==> config.mk <==
export PLATFORM = sky130hd
export DESIGN_NAME = alu_arbiter_flat
export DESIGN_NICKNAME = d
export VERILOG_FILES = /design/src/rtl/alu_arbiter_if.sv /design/src/rtl/alu_arbiter.sv /design/src/flat_wrapper.sv
export SDC_FILE = /design/constraint.sdc
export NUM_CORES = 1
export LEC_CHECK = 0
export CORE_MARGIN = 4
export CORE_UTILIZATION = 43
export CTS_BUF_LIST = sky130_fd_sc_hd__clkbuf_8
export DETAILED_ROUTE_END_ITERATION = 7
export PLACE_DENSITY = 0.83
export SLEW_MARGIN = 20
export SYNTH_ARGS = -nofsm -noshare
export SYNTH_HDL_FRONTEND = slang
export SYNTH_SLANG_ARGS = --single-unit
export TNS_END_PERCENT = 10
==> constraint.sdc <==
create_clock -name clk -period 2.2 [get_ports clk]
set_clock_uncertainty 0.2 [all_clocks]
set_input_delay 0.22 -clock clk [delete_from_list [all_inputs] [get_ports clk]]
set_output_delay 0.22 -clock clk [all_outputs]
set_load 0.02 [all_outputs]
==> src/rtl/alu_arbiter_if.sv <==
// Request, shared-ALU and response signals between two requesters, the arbiter and the ALU.
// slave: the arbiter's view. master: the environment's view (requesters plus ALU).
interface alu_arbiter_if #(
  parameter int unsigned NUMBITS = 16
) ();
  logic               req0_valid;
  logic               req0_ready;
  logic [2:0]         req0_opcode;
  logic [NUMBITS-1:0] req0_a;
  logic [NUMBITS-1:0] req0_b;

  logic               req1_valid;
  logic               req1_ready;
  logic [2:0]         req1_opcode;
  logic [NUMBITS-1:0] req1_a;
  logic [NUMBITS-1:0] req1_b;

  logic [2:0]         alu_opcode;
  logic [NUMBITS-1:0] alu_a;
  logic [NUMBITS-1:0] alu_b;
  logic [NUMBITS-1:0] alu_result;
  logic               alu_carryout;
  logic               alu_overflow;
  logic               alu_zero;

  logic               rsp0_valid;
  logic               rsp1_valid;
  logic [NUMBITS-1:0] rsp_result;
  logic               rsp_carryout;
  logic               rsp_overflow;
  logic               rsp_zero;

  modport slave (
    input  req0_valid, req0_opcode, req0_a, req0_b,
    input  req1_valid, req1_opcode, req1_a, req1_b,
    input  alu_result, alu_carryout, alu_overflow, alu_zero,
    output req0_ready, req1_ready,
    output alu_opcode, alu_a, alu_b,
    output rsp0_valid, rsp1_valid, rsp_result, rsp_carryout, rsp_overflow, rsp_zero
  );

  modport master (
    output req0_valid, req0_opcode, req0_a, req0_b,
    output req1_valid, req1_opcode, req1_a, req1_b,
    output alu_result, alu_carryout, alu_overflow, alu_zero,
    input  req0_ready, req1_ready,
    input  alu_opcode, alu_a, alu_b,
    input  rsp0_valid, rsp1_valid, rsp_result, rsp_carryout, rsp_overflow, rsp_zero
  );
endinterface

==> src/rtl/alu_arbiter.sv <==
// Two-requester round-robin arbiter sharing one registered ALU; one operation in flight,
// IDLE -> ISSUE -> WAIT -> RESP, response pulse three cycles after accept.
module alu_arbiter #(
  parameter int unsigned NUMBITS = 16
) (
  input  logic         clk,
  input  logic         reset,
  alu_arbiter_if.slave bus,
  output logic         busy,
  output logic [15:0]  done_count
);

  typedef enum logic [1:0] {StIdle, StIssue, StWait, StResp} state_e;

  state_e             state_q;
  logic               last_grant_q;
  logic               owner_q;
  logic               busy_q;
  logic               rsp0_valid_q;
  logic               rsp1_valid_q;
  logic [2:0]         alu_opcode_q;
  logic [NUMBITS-1:0] alu_a_q;
  logic [NUMBITS-1:0] alu_b_q;
  logic [NUMBITS-1:0] rsp_result_q;
  logic               rsp_carryout_q;
  logic               rsp_overflow_q;
  logic               rsp_zero_q;
  logic [15:0]        done_count_q;

  logic grant0;
  logic grant1;
  logic accept;
  logic winner;

  // Ready is gated by reset so nothing is granted while the block is held in reset.
  always_comb begin
    grant0 = 1'b0;
    grant1 = 1'b0;
    if (reset && (state_q == StIdle)) begin
      if (bus.req0_valid && bus.req1_valid) begin
        grant0 = last_grant_q;
        grant1 = ~last_grant_q;
      end else begin
        grant0 = bus.req0_valid;
        grant1 = bus.req1_valid;
      end
    end
  end

  assign accept = grant0 | grant1;
  assign winner = grant1;

  always_ff @(posedge clk or negedge reset) begin
    if (!reset) begin
      state_q        <= StIdle;
      last_grant_q   <= 1'b1;
      owner_q        <= 1'b0;
      busy_q         <= 1'b0;
      rsp0_valid_q   <= 1'b0;
      rsp1_valid_q   <= 1'b0;
      alu_opcode_q   <= 3'd0;
      alu_a_q        <= '0;
      alu_b_q        <= '0;
      rsp_result_q   <= '0;
      rsp_carryout_q <= 1'b0;
      rsp_overflow_q <= 1'b0;
      rsp_zero_q     <= 1'b0;
      done_count_q   <= 16'd0;
    end else begin
      case (state_q)
        StIdle: begin
          if (accept) begin
            state_q      <= StIssue;
            busy_q       <= 1'b1;
            last_grant_q <= winner;
            owner_q      <= winner;
            alu_opcode_q <= winner ? bus.req1_opcode : bus.req0_opcode;
            alu_a_q      <= winner ? bus.req1_a : bus.req0_a;
            alu_b_q      <= winner ? bus.req1_b : bus.req0_b;
          end
        end
        StIssue: begin
          state_q <= StWait;
        end
        StWait: begin
          // ALU output now reflects the operands sampled at the end of ISSUE.
          state_q        <= StResp;
          rsp_result_q   <= bus.alu_result;
          rsp_carryout_q <= bus.alu_carryout;
          rsp_overflow_q <= bus.alu_overflow;
          rsp_zero_q     <= bus.alu_zero;
          rsp0_valid_q   <= ~owner_q;
          rsp1_valid_q   <= owner_q;
          // Counted on entry so the count already includes the response shown in RESP.
          done_count_q   <= done_count_q + 16'd1;
        end
        StResp: begin
          state_q      <= StIdle;
          busy_q       <= 1'b0;
          rsp0_valid_q <= 1'b0;
          rsp1_valid_q <= 1'b0;
        end
        default: begin
          state_q <= StIdle;
        end
      endcase
    end
  end

  assign bus.req0_ready   = grant0;
  assign bus.req1_ready   = grant1;
  assign bus.alu_opcode   = alu_opcode_q;
  assign bus.alu_a        = alu_a_q;
  assign bus.alu_b        = alu_b_q;
  assign bus.rsp0_valid   = rsp0_valid_q;
  assign bus.rsp1_valid   = rsp1_valid_q;
  assign bus.rsp_result   = rsp_result_q;
  assign bus.rsp_carryout = rsp_carryout_q;
  assign bus.rsp_overflow = rsp_overflow_q;
  assign bus.rsp_zero     = rsp_zero_q;
  assign busy             = busy_q;
  assign done_count       = done_count_q;

endmodule
==> src/flat_wrapper.sv <==
// flat-port wrapper written by rule: the top's interface ports become plain ports
module alu_arbiter_flat 
#(
  parameter int unsigned NUMBITS = 16
)
  (clk, reset, busy, done_count, bus_req0_valid, bus_req0_opcode, bus_req0_a, bus_req0_b, bus_req1_valid, bus_req1_opcode, bus_req1_a, bus_req1_b, bus_alu_result, bus_alu_carryout, bus_alu_overflow, bus_alu_zero, bus_req0_ready, bus_req1_ready, bus_alu_opcode, bus_alu_a, bus_alu_b, bus_rsp0_valid, bus_rsp1_valid, bus_rsp_result, bus_rsp_carryout, bus_rsp_overflow, bus_rsp_zero);
  alu_arbiter_if #(.NUMBITS(NUMBITS)) bus_i ();
  input  logic clk;
  input  logic reset;
  output logic busy;
  output logic [15:0] done_count;
  input wire logic [$bits(bus_i.req0_valid)-1:0] bus_req0_valid;
  input wire logic [$bits(bus_i.req0_opcode)-1:0] bus_req0_opcode;
  input wire logic [$bits(bus_i.req0_a)-1:0] bus_req0_a;
  input wire logic [$bits(bus_i.req0_b)-1:0] bus_req0_b;
  input wire logic [$bits(bus_i.req1_valid)-1:0] bus_req1_valid;
  input wire logic [$bits(bus_i.req1_opcode)-1:0] bus_req1_opcode;
  input wire logic [$bits(bus_i.req1_a)-1:0] bus_req1_a;
  input wire logic [$bits(bus_i.req1_b)-1:0] bus_req1_b;
  input wire logic [$bits(bus_i.alu_result)-1:0] bus_alu_result;
  input wire logic [$bits(bus_i.alu_carryout)-1:0] bus_alu_carryout;
  input wire logic [$bits(bus_i.alu_overflow)-1:0] bus_alu_overflow;
  input wire logic [$bits(bus_i.alu_zero)-1:0] bus_alu_zero;
  output wire logic [$bits(bus_i.req0_ready)-1:0] bus_req0_ready;
  output wire logic [$bits(bus_i.req1_ready)-1:0] bus_req1_ready;
  output wire logic [$bits(bus_i.alu_opcode)-1:0] bus_alu_opcode;
  output wire logic [$bits(bus_i.alu_a)-1:0] bus_alu_a;
  output wire logic [$bits(bus_i.alu_b)-1:0] bus_alu_b;
  output wire logic [$bits(bus_i.rsp0_valid)-1:0] bus_rsp0_valid;
  output wire logic [$bits(bus_i.rsp1_valid)-1:0] bus_rsp1_valid;
  output wire logic [$bits(bus_i.rsp_result)-1:0] bus_rsp_result;
  output wire logic [$bits(bus_i.rsp_carryout)-1:0] bus_rsp_carryout;
  output wire logic [$bits(bus_i.rsp_overflow)-1:0] bus_rsp_overflow;
  output wire logic [$bits(bus_i.rsp_zero)-1:0] bus_rsp_zero;
  assign bus_i.req0_valid = bus_req0_valid;
  assign bus_i.req0_opcode = bus_req0_opcode;
  assign bus_i.req0_a = bus_req0_a;
  assign bus_i.req0_b = bus_req0_b;
  assign bus_i.req1_valid = bus_req1_valid;
  assign bus_i.req1_opcode = bus_req1_opcode;
  assign bus_i.req1_a = bus_req1_a;
  assign bus_i.req1_b = bus_req1_b;
  assign bus_i.alu_result = bus_alu_result;
  assign bus_i.alu_carryout = bus_alu_carryout;
  assign bus_i.alu_overflow = bus_alu_overflow;
  assign bus_i.alu_zero = bus_alu_zero;
  assign bus_req0_ready = bus_i.req0_ready;
  assign bus_req1_ready = bus_i.req1_ready;
  assign bus_alu_opcode = bus_i.alu_opcode;
  assign bus_alu_a = bus_i.alu_a;
  assign bus_alu_b = bus_i.alu_b;
  assign bus_rsp0_valid = bus_i.rsp0_valid;
  assign bus_rsp1_valid = bus_i.rsp1_valid;
  assign bus_rsp_result = bus_i.rsp_result;
  assign bus_rsp_carryout = bus_i.rsp_carryout;
  assign bus_rsp_overflow = bus_i.rsp_overflow;
  assign bus_rsp_zero = bus_i.rsp_zero;
  alu_arbiter #(.NUMBITS(NUMBITS)) u_core (.clk(clk), .reset(reset), .bus(bus_i), .busy(busy), .done_count(done_count));
endmodule
==> results of run 1 <==
## worst paths after layout
path                       depth (start not counted)                                 to  slack (ps)                         startpoint
setup / recovery                                   5                     bus_req0_ready         110      u_core.state_q[0]$_DFFE_PN0P_
hold / removal                                     1  u_core.done_count[15]$_DFFE_PN0P_         270  u_core.done_count[15]$_DFFE_PN0P_
setup reg to reg                                   5  u_core.done_count[13]$_DFFE_PN0P_         190      u_core.state_q[0]$_DFFE_PN0P_
hold reg to reg                                    1  u_core.done_count[15]$_DFFE_PN0P_         270  u_core.done_count[15]$_DFFE_PN0P_
max in group asynchronous                          3    u_core.bus.alu_a[0]$_DFFE_PN0P_         950                              reset
min in group asynchronous                          3    u_core.bus.alu_b[3]$_DFFE_PN0P_         310                              reset
## layout make-up
class                   instances  share of cell area [%]
flip-flops and latches         77                    34.3
clock buffers                  10                    2.45
repair buffers                183                    31.8
well taps                     105                    2.34
clock inverters                 6                    1.54
multi-input cells             191                    27.2
inverters                       6                   0.401
## flip-flops by register name, indices dropped and copies added (netlist names)
register and cells:
u_core.bus.alu_a 16, u_core.bus.alu_b 16, u_core.bus.rsp_result 16, u_core.done_count 16, u_core.bus.alu_opcode 3, u_core.state_q 2, u_core.bus.rsp0_valid 1, u_core.bus.rsp1_valid 1
u_core.bus.rsp_carryout 1, u_core.bus.rsp_overflow 1, u_core.bus.rsp_zero 1, u_core.busy 1, u_core.last_grant_q 1, u_core.owner_q 1
## worst max-delay path, cell delays in order, from the launching register on
cell,delay (ps)
dfrtp_1,390
inv_1,120
ha_1,210
buf_4,150
o2111a_1,180
clkdlybuf4s15_1,300
## metrics by stage
| stage | cells | hold slack, ps | setup slack [ps] | util [%] |
|---|---|---|---|---|
| floorplan | 294 | -276 | 201 | - |
| global placement | 561 | 115 | 118 | 65.9 |
| detailed placement | 561 | 115 | 80.5 | 65.9 |
| CTS | 578 | 273 | 22.3 | 68.8 |
| global route | 578 | 285 | 4.33 | 68.7 |
| finish | 578 | 273 | 112 | 68.7 |
## where the power goes
part           internal [mW]  leakage, nW  total, mW  switching [mW]
sequential              2.05        0.942       2.47           0.419
clock                  0.668        0.112       1.18           0.507
combinational           1.93         1.30       3.64            1.71
## repair_timing
item | 4_1_cts | 5_1_grt
hold buffers | 1 | 0
endpoints found under the hold margin | 76 | 0
resized for setup | 2 | 3
setup endpoints to repair | 2 | 2
## synth_stat cells (all sizes together) (2+ instances only)
cell / instances
dfrtp: 76
and2: 36
a221o: 35
nor3b: 35
mux2: 21
clkbuf: 13
xor2: 11
nand2: 9
buf: 7
nor4: 7
inv: 6
nand4: 6
nor2: 6
ha: 5
nand3: 5
xnor2: 4
mux2i: 3
nor3: 2
## layer usage
| metal | GRT usage [%] | wire length, um |
|---|---|---|
| met5 | 0 | 0 |
| met4 | 6.83 | 131 |
| met3 | 5.47 | 781 |
| met2 | 34.8 | 4980 |
| met1 | 24.6 | 3970 |
## cell families (layout without fill, tap and decap cells)
logic type	after synthesis	count (layout)	share of synthesized area, %
AOI/OAI and AO/OA	40	40	11.0
xor gates and xnor gates	15	15	3.67
adders and majority gates	5	5	1.75
buffers and inverters	26	205	3.60
and+or+nand+nor	107	107	18.8
DFF	77	77	53.8
muxes	24	24	7.44
==> impl_metrics.ini, run 1 <==
[final_layout]
diodes = 0
syn_to_final_growth_pct = 56.8
final-seq-area_um2 = 1930
mostFrequentLayoutCells = 164 x clkdlybuf4s50_1, 76 x dfrtp_1, 36 x and2_1, 35 x nor3b_1, 35 x a221o_1
final_common_cell = clkdlybuf4s50_1
layout-drive-gt1-share_pct = 12.1
fin_nets = 566
fill_cells = 606
multi_input_area_um2 = 1530
final_area_um2 = 5620

[logic_synthesis]
yosysUniqueCellTypes = 28
synth_area_leader_cell = dfrtp_1
ys_warn_count = 0
yosys.area.top_type_share_pct = 53.1
syn_area_per_cell_um2 = 12.2
synth-seq-cells = 77
synthesis.nets = 392
synth.cell_area_um2 = 3580
yosys-top-cells-area = dfrtp_1 53%, a221o_1 9.8%, nor3b_1 7.3%, mux2_2 6.6%, and2_1 6.3%
syn_inst = 294
synth_top_flop_cell = dfrtp_1
synth_edf_count = 0
async_flop_share_pct = 100
ys_seq_area_share_pct = 53.8

[placement]
post_dp_cell_area_um2 = 5390
io_buffers = 167
hpwl_um = 7200
gp_congestion = 0.801

[worst_setup_path]
critPathArrivalTime_ps = 1670
startpoint_type = flop
critical_path_class = reg2out
endpoint_kind = primary output
path_max_fanout = 4
critical_path_required_ps = 1780

[detailed_routing]
ant_nets = 0
drtPass1Iterations = 4
route.detailed.drc = 0
wire_per_inst_um = 17.1
vias_per_cell = 5.36
wirelength_um = 9860
drt_iter0_drc = 90
num_vias = 3097

[cts]
path_clk_slew_ps = 80
cts_buffers = 9
clock_latency_ps = 330
clock_sinks = 77
htree_levels = 3
ctsRootBufferMaster = clkbuf_8
post_cts_buffers = 0
cts_tree = built
cts_buffer_depth = 2

[power_and_ir_drop]
p_per_area_nw_per_um2 = 1300
ir_drop_mv = 0.558
p_total_mw = 7.29
p_leak_nw = 2.36

[global_route]
grt_first_pass_wirelength_um = 16200
grt_antenna_before_repair = 0
grt_overflow_total = 0
grt_usage_pct = 20.2
grt_pass1_vias = 3270
grt_start_max_net_pins = 52

[timing]
min_period_ps = 2090
maxSlewViolCount = 0
fmax_mhz = 479
finalSetupTns_ps = 0
hold_viol = 0
rsz0062_at_grt = no
slew_headroom_pct = 58.4
setup-violations-final = 0
period_share_pct = 94.9
worst_pin_slew_ps = 624

[floorplanning]
die-area_um2 = 9860
ioPinCount = 168
start_util_pct = 43.8
die_w_um = 99.3
rows = 33
core_um2 = 8180
die_h_um = 99.3

[outcome]
status = complete, no violations

[min_path]
worstHoldPathType = reg2reg

[run]
max_cap_viol_count = 0
Note: power is estimated with default switching activity, not from simulation.
==> run 2: changes to the inputs <==
--- a/config.mk
+++ b/config.mk
@@ -6,4 +6,5 @@
 export NUM_CORES = 1
 export LEC_CHECK = 0
+export CAP_MARGIN = 20
 export CORE_MARGIN = 4
 export CORE_UTILIZATION = 43
==> constraint.sdc (replaced) <==
create_clock -name clk -period 2.2 [get_ports clk]
set_clock_uncertainty 0.2 [all_clocks]
set_input_delay 0.22 -clock clk [delete_from_list [all_inputs] [get_ports clk]]
set_output_delay 0.22 -clock clk [all_outputs]
set_load 0.01 [all_outputs]
==> impl_metrics.ini, run 2 (synthesis results as in run 1) <==
[cts]
htree_levels = 3
cts_buffer_depth = 2
cts_buffers = 9
clock_sinks = 77
cts_tree = built
path_clk_slew_ps = 80
ctsRootBufferMaster = clkbuf_8
clock_latency_ps = 340

[detailed_routing]
ant_nets = 0
wirelength_um = 9890
vias_per_cell = 5.37
num_vias = 3097
drt_iter0_drc = 103
route.detailed.drc = 0
drtPass1Iterations = 4
wire_per_inst_um = 17.1

[power_and_ir_drop]
power.internal_mw = 4.74
p_per_area_nw_per_um2 = 1230
ir_drop_mv = 0.605
p_total_mw = 6.94
p_sw_mw = 2.20
swShare_pct = 31.7
p_leak_nw = 2.37
p_seq_share_pct = 35.6
p_comb_share_pct = 45.8
clockPowerShare_pct = 18.6

[final_layout]
finalNonFillerCells = 577
finish.utilization_pct = 69.1
syn_to_final_growth_pct = 57.7
mostFrequentLayoutCells = 164 x clkdlybuf4s50_1, 76 x dfrtp_1, 36 x and2_1, 35 x nor3b_1, 35 x a221o_1
fin_nets = 565
diodes = 0
layout-drive-gt1-share_pct = 12.1
fill_cells = 619
final_common_cell = clkdlybuf4s50_1

[floorplanning]
die_w_um = 99.3
core_um2 = 8180
die-area_um2 = 9860
rows = 33
ioPinCount = 168
start_util_pct = 43.8
die_h_um = 99.3

[timing]
min_period_ps = 2040
slew_headroom_pct = 58.8
maxSlewViolCount = 0
period_share_pct = 92.8
setup-violations-final = 0
worst_pin_slew_ps = 618
finalSetupTns_ps = 0
fmax_mhz = 490
hold_viol = 0
rsz0062_at_grt = no

[global_route]
grt_first_pass_wirelength_um = 15600
grt_start_max_net_pins = 52
grt.met3_usage_pct = 4.77
grt_pass1_vias = 3169
grtUsageMet2_pct = 35.5
grt_overflow_total = 0
use_met1_pct = 23.3
grt_antenna_before_repair = 0
grt_usage_pct = 19.8
busiest_layer = met2

[worst_setup_path]
rr_endpoint = u_core.bus.alu_a[8]$_DFFE_PN0P_
r2r_setup_slack_ps = 250
path_max_fanout = 4
max_stage_delay_ps = 400
startpoint = u_core.state_q[0]$_DFFE_PN0P_
r2r_start = u_core.state_q[0]$_DFFE_PN0P_
worst-r2r-cell-count = 6
startpoint_type = flop
critical_path_class = reg2out
endpoint_kind = primary output
cp_cell_sequence = inv_2 -> ha_2 -> nand3_2 -> or2_1 -> inv_1 -> dlygate4sd2_1
critical_path_required_ps = 1780
cp_slowest_cell = dfrtp_1
critPathArrivalTime_ps = 1620

[placement]
hpwl_um = 7290
io_buffers = 167
placed_cells = 559
gp_congestion = 0.814

[run]
max_cap_viol_count = 0

[outcome]
status = complete, no violations

[min_path]
worstHoldPathType = in2async
[run 2: layout make-up]
| class | count | area [um2] | share of cell area [%] |
|---|---|---|---|
| Clock inverter | 7 | 121 | 2.15 |
| Tap cell | 105 | 131 | 2.33 |
| Sequential cell | 77 | 1930 | 34.1 |
| Multi-Input combinational cell | 191 | 1530 | 27.1 |
| Timing Repair Buffer | 182 | 1790 | 31.8 |
| Clock buffer | 9 | 124 | 2.19 |
| Inverter | 6 | 22.5 | 0.399 |
[run 2: worst max-delay path by stage]
stage,to,slack [ps],cells past startpoint
after detailed placement,u_core.bus.alu_b[7]$_DFFE_PN0P_,130,6
after floorplan,u_core.bus.alu_a[10]$_DFFE_PN0P_,200,7
after CTS,bus_req1_ready,130,6
final,bus_req1_ready,160,6
after global routing,bus_req1_ready,50,6
after global placement,bus_req1_ready,190,5
[run 2: power groups by stage]
stage / clock network (mW) / registers (mW) / logic (mW)
floorplan: 0 / 2.70 / 1.24
global placement: 0 / 2.45 / 3.12
detailed placement: 0 / 2.48 / 3.21
CTS: 1.32 / 2.47 / 3.23
global route: 1.37 / 2.55 / 3.42
finish: 1.29 / 2.47 / 3.18
[run 2: what timing repair did]
action,in CTS,in global routing
gates resized for setup,4,0
endpoints found under the setup margin,2,0
buffers inserted,1,0
hold buffers,1,0
hold endpoints to repair,76,0
[run 2: stage by stage]
stage / instance area (um2) / worst slack (ps) / hold WS (ps)
2_1_floorplan: 3580 / 201 / -276
3_3_place_gp: 5390 / 191 / -165
3_5_place_dp: 5390 / 130 / -161
4_1_cts: 5650 / 132 / 53.5
5_1_grt: 5650 / 49.1 / 57.7
6_report: 5650 / 158 / 66.7
[run 2: layer usage]
layer | share of wire, % | vias up | wire [um]
met2 | 52 | 131 | 5170
met1 | 39 | 1524 | 3810
met3 | 7.7 | 15 | 762
met4 | 1.5 | 0 | 144
met5 | 0 | - | 0
li1 | - | 1427 | -
[run 2: critical path, delay by kind of cell (launching register included)]
kind	cells	cell delay, ps
DFF	1	400
adders and majority gates	1	200
buffers and inverters	3	400
and+or+nand+nor	2	290
